--- config.mk ---
export PLATFORM = sky130hd
export DESIGN_NAME = sub64_pipe
export DESIGN_NICKNAME = d
export VERILOG_FILES = /design/src/rtl/sub64_pipe.sv
export SDC_FILE = /design/constraint.sdc
export NUM_CORES = 1
export LEC_CHECK = 0
export ABC_CLOCK_PERIOD_IN_PS = 5700
export CAP_MARGIN = 25
export CORE_MARGIN = 2
export CORE_UTILIZATION = 55
export DETAILED_ROUTE_END_ITERATION = 12
export MAX_ROUTING_LAYER = met4
export PLACE_DENSITY = 0.93
export SYNTH_ARGS = -nofsm -noshare
export SYNTH_HDL_FRONTEND = slang
export SYNTH_SLANG_ARGS = --single-unit
--- constraint.sdc ---
create_clock -name clk -period 5.7 [get_ports clk]
set_input_delay 0.855 -clock clk [delete_from_list [all_inputs] [get_ports clk]]
set_output_delay 0.855 -clock clk [all_outputs]
set_load 0.02 [all_outputs]
--- src/rtl/sub64_pipe.sv ---
// Two-stage pipelined subtractor: out = in1 - in2 - bin, low half in stage 1, high half in stage 2.
// Optional macro SUB64_CMP_EN adds registered branch-compare outputs lt_u, lt_s and eq.
module sub64_pipe #(
  parameter int WIDTH = 64  // even and >= 4
) (
  input  logic             clk,
  input  logic             rst,
  input  logic             in_valid,
  output logic             in_ready,
  input  logic             bin,
  input  logic [WIDTH-1:0] in1,
  input  logic [WIDTH-1:0] in2,
  output logic             out_valid,
  input  logic             out_ready,
  output logic [WIDTH-1:0] out,
  output logic             bout,
  output logic             zero,
  output logic             neg,
  output logic             ovf
`ifdef SUB64_CMP_EN
  ,
  output logic             lt_u,
  output logic             lt_s,
  output logic             eq
`endif
);

  localparam int H = WIDTH / 2;

  // Handshake: a transfer happens on a rising edge where valid && ready; a producer holds
  // valid and payload until that edge, and ready may depend combinationally on out_ready.
  logic             s1_valid;
  logic [H-1:0]     s1_lo;
  logic             s1_c;
  logic [H-1:0]     s1_a_hi;
  logic [H-1:0]     s1_b_hi;
  logic             s1_a_msb;
  logic             s1_b_msb;

  logic             s2_valid;
  logic             in_xfer;
  logic             out_xfer;
  logic             s2_adv;

  logic [H:0]       lo_sum;
  logic [H:0]       hi_sum;
  logic [WIDTH-1:0] result;
  logic             res_ovf;

  assign s2_adv    = s1_valid && (!s2_valid || out_ready);
  assign in_ready  = !rst && (!s1_valid || s2_adv);
  assign in_xfer   = in_valid && in_ready;
  assign out_valid = s2_valid;
  assign out_xfer  = s2_valid && out_ready;

  // Subtraction as in1 + ~in2 + !bin; carry out of the top is the inverted borrow.
  assign lo_sum  = {1'b0, in1[H-1:0]} + {1'b0, ~in2[H-1:0]} + {{H{1'b0}}, ~bin};
  assign hi_sum  = {1'b0, s1_a_hi} + {1'b0, ~s1_b_hi} + {{H{1'b0}}, s1_c};
  assign result  = {hi_sum[H-1:0], s1_lo};
  assign res_ovf = (s1_a_msb != s1_b_msb) && (result[WIDTH-1] != s1_a_msb);

  always_ff @(posedge clk) begin
    if (rst) begin
      s1_valid <= 1'b0;
      s1_lo    <= '0;
      s1_c     <= 1'b0;
      s1_a_hi  <= '0;
      s1_b_hi  <= '0;
      s1_a_msb <= 1'b0;
      s1_b_msb <= 1'b0;
    end else begin
      if (in_xfer) begin
        s1_valid <= 1'b1;
        s1_lo    <= lo_sum[H-1:0];
        s1_c     <= lo_sum[H];
        s1_a_hi  <= in1[WIDTH-1:H];
        s1_b_hi  <= in2[WIDTH-1:H];
        s1_a_msb <= in1[WIDTH-1];
        s1_b_msb <= in2[WIDTH-1];
      end else if (s2_adv) begin
        s1_valid <= 1'b0;
      end
    end
  end

  always_ff @(posedge clk) begin
    if (rst) begin
      s2_valid <= 1'b0;
      out      <= '0;
      bout     <= 1'b0;
      zero     <= 1'b0;
      neg      <= 1'b0;
      ovf      <= 1'b0;
    end else begin
      if (s2_adv) begin
        s2_valid <= 1'b1;
        out      <= result;
        bout     <= ~hi_sum[H];
        zero     <= (result == '0);
        neg      <= result[WIDTH-1];
        ovf      <= res_ovf;
      end else if (out_xfer) begin
        s2_valid <= 1'b0;
      end
    end
  end

`ifdef SUB64_CMP_EN
  always_ff @(posedge clk) begin
    if (rst) begin
      lt_u <= 1'b0;
      lt_s <= 1'b0;
      eq   <= 1'b0;
    end else if (s2_adv) begin
      lt_u <= ~hi_sum[H];
      lt_s <= result[WIDTH-1] ^ res_ovf;
      eq   <= (result == '0);
    end
  end
`endif

endmodule

==> impl_results.md <==
- CTS buffer count: 17
- Post-CTS resize count: 0
- Hold depth: 2
- Post-synth ARST share: 0%
- Area after DPL: 11,600 um2
- Htree depth: 4
- Worst-path clk slew: 0.07 ns
- Tcrit/Tclk final: 69.4%
- CTS root buffer: clkbuf_16
- Fraction of layout cells with a size suffix above 1: ~3.8%
- Mean Syn Cell Area: between 7 and 8 um2
- Hold endpoint: out[18]
- Antenna cells: 0
- CP Buf/Inv Count: 2
- Seq cells post-synth: 166
- Vias in the first global route: slightly below 9,000
- WL final: about 27,000 um
- Area Overhead vs Synth: 29.5%
- Clk sinks: 166
- Worst relative slew slack: 34.3%
- Fmax: 0.253 GHz
- Finish-stage setup viols: 0
- Core area: roughly 17,000 um2
- Vias per cell: just under 6
- PwrDens: 298 nW/um2
- Post-synthesis sequential area ratio: 35.2%
- Hold_sp: out[18]
- Hold Crit Class: flop to flop
- Cell count after synthesis: 1,203
- Critical path's slowest cell: o41ai_1
- Critical path origin: in1[0]
- Post-Syn Area: ~9400 um2
- Static Leak: roughly 5.1 nW
- First-pass GRT wire length: 43,300 um
- Worst Path Required: about 6 ns
- RSZ-0062 raised after global routing: false
- CP Capture Type: flop
- CP Max Fanout: 4
- Clk_lat worst skew: 0.43 ns
- Total grt overflow: 0
- CTS Hold Bufs: 0
- Antenna-violating nets left: 0
- Worst-path cell chain: clkdlybuf4s50_1 > inv_1 > fa_1 > fa_1 > nor2b_1 > o21a_1 > o21ai_0 > a21oi_1 > o211ai_1 > a21boi_0 > nor4b_1 > o41ai_1 > xnor2_1 > o21ai_0
- Post-layout min period: 3.95 ns
- Post-synth EDFFs: 0
- Final-report max-slew violation count: 0
- Cell taking the most area after synthesis: dfxtp_1
- Number of DRC markers in iteration 0: 621
- Clk buf depth: 2
- Critical R2R Launch: s1_c
- Initial Utilization: 56.5%
- Num rows: 47
- Startpoint types: primary input
- Initial antenna violation count: 0
- Reg-to-reg slack, setup: around 1.8 ns
- Top delay family on crit path: compound AO/OA/AOI/OAI gates
- Synth Flop Type: dfxtp_1
- GP Congestion: 0.959
- Die Width: 135 um
- WHS: 0.456 ns
- Worst path arrival time: 4.26 ns
- Synth unique cells: 63
- Worst r2r dst: zero
- Hpwl dp: 20,200 um
- Maximum VDD drop: around 0.00026 V
- Syn_nets: 1,402
- Sum of negative setup slack: 0 ns
- Detailed-route via count: 9,267
- Yosys warns: 0
- WS Path Type: primary input to flop
- Area share of the largest cell type after synthesis: 35.2%
- Main area contributors after synthesis: dfxtp_1, nand2_1, ha_1
- TritonCTS clock tree: built
- DR pass1 iterations: 5
- Die height: around 130 um
- Layout net count: 1,570
- Final hold violation count: 0
- Residual DRC: 0
- Max-cap violation count: 0
- Worst-Margin Slew: 0.985 ns
- Final Skew: 0.00929 ns
- Wire length per cell: roughly 17 um
- Worst reg2reg path depth: 13
- # IOs: 203
- Largest net degree at the start of global routing: 104
- Die ar.: 18,200 um2
- Design area: 12,200 um2
- Overall global routing resource usage: 30.6%
- Setup bufs post-CTS: 0
- Fin util: 73.2%
- Number of port buffers: 202
- Status: complete, no violations
- Slowest Stage Delay on Critical Path: 0.48 ns
-- layout make-up --
type                    instances  area [um2]
clock buffers                  19         453
clock inverters                12         200
well taps                     220         275
repair buffers                208        2080
flip-flops and latches        166        3320
multi-input cells             893        5580
fillers                      1286        4480
inverters                      85         319
-- Yosys cell counts (all sizes together) (7+ instances only) --
cell and n:
a211oi 12, nand2 217, a21o 25, and3 12
nor3 16, nor2 59, clkbuf 54, nor2b 9
a21oi 116, o31ai 43, nand3b 62, nand3 19
o21ai 61, inv 85, nor4 9, o21a 14
dfxtp 166, ha 62, nand4 9, xor2 20
or3 11, xnor2 23, and2 7
-- worst max-delay path by stage --
stage | to | cells past startpoint
final | s1_lo[30] | 14
after global routing | s1_lo[30] | 14
after CTS | s1_lo[30] | 14
after detailed placement | s1_lo[30] | 14
after global placement | s1_lo[30] | 14
after floorplan | s1_lo[30] | 13
-- cell families (layout without fill, tap and decap cells) --
kind of cell             count (synthesis)  count (layout)  synth area share, %
flip-flops                             166             166                 35.2
adder cells (fa/ha/maj)                 66              66                 9.07
AND/OR/NAND/NOR                        449             449                 23.2
XOR/XNOR                                43              43                 3.99
buffers and inverters                  144             324                 5.85
AO/OA/AOI/OAI                          334             334                 22.6
multiplexers                             1               1                0.106
-- flip-flops by register name, indices dropped and copies added, names as in the netlist --
signal and flops:
out_valid 1, out 64, s1_b_hi 32, s1_c 1
s1_a_hi 32, zero 1, s1_valid 1, s1_lo 32
bout 1, ovf 1
-- routing by layer --
| layer | vias up | routed length, um | global-route usage [%] |
|---|---|---|---|
| met3 | 67 | 1780 | 6.12 |
| met1 | 4305 | 11800 | 37.7 |
| li1 | 4558 | - | - |
| met4 | 0 | 1050 | 13.0 |
| met5 | - | 0 | - |
| met2 | 337 | 12500 | 49.0 |
-- layout by cell type, fill, tap and decap left out, drive strengths merged, types with 19 or more instances in the layout --
cell type / Yosys / routed
nand3: 19 / 19
inv: 85 / 86
clkbuf: 54 / 19
xnor2: 23 / 23
a21o: 25 / 25
clkdlybuf4s50: 0 / 201
ha: 62 / 62
nand2: 217 / 217
o21ai: 61 / 61
o31ai: 43 / 43
nor2: 59 / 59
xor2: 20 / 20
dfxtp: 166 / 166
nand3b: 62 / 62
a21oi: 116 / 116
-- worst reg2reg max path: cells and delay by family (launching register included) --
| kind | cells | cell delay [ns] |
|---|---|---|
| buf+inv | 1 | 0.10 |
| compound gates | 5 | 1.26 |
| flops | 1 | 0.31 |
| simple gates | 4 | 0.96 |
| fa+ha+maj | 2 | 0.89 |
| xor+xnor | 1 | 0.35 |
-- per-stage QoR --
step / cells / power, mW / setup WS [ns]
final: 1603 / 3.64 / 1.75
after global routing: 1603 / 3.80 / 1.34
after CTS: 1603 / 3.64 / 1.74
after floorplan: 1203 / 2.00 / 2.25
after global placement: 1571 / 2.34 / 1.36
after detailed placement: 1572 / 2.37 / 1.30
-- where the power goes --
| group | internal (mW) | leakage (nW) | switching [mW] |
|---|---|---|---|
| sequential | 1.26 | 1.37 | 0.0679 |
| combinational | 0.454 | 3.38 | 0.587 |
| clock | 0.799 | 0.323 | 0.476 |
Note: power is estimated with default switching activity, not from simulation.
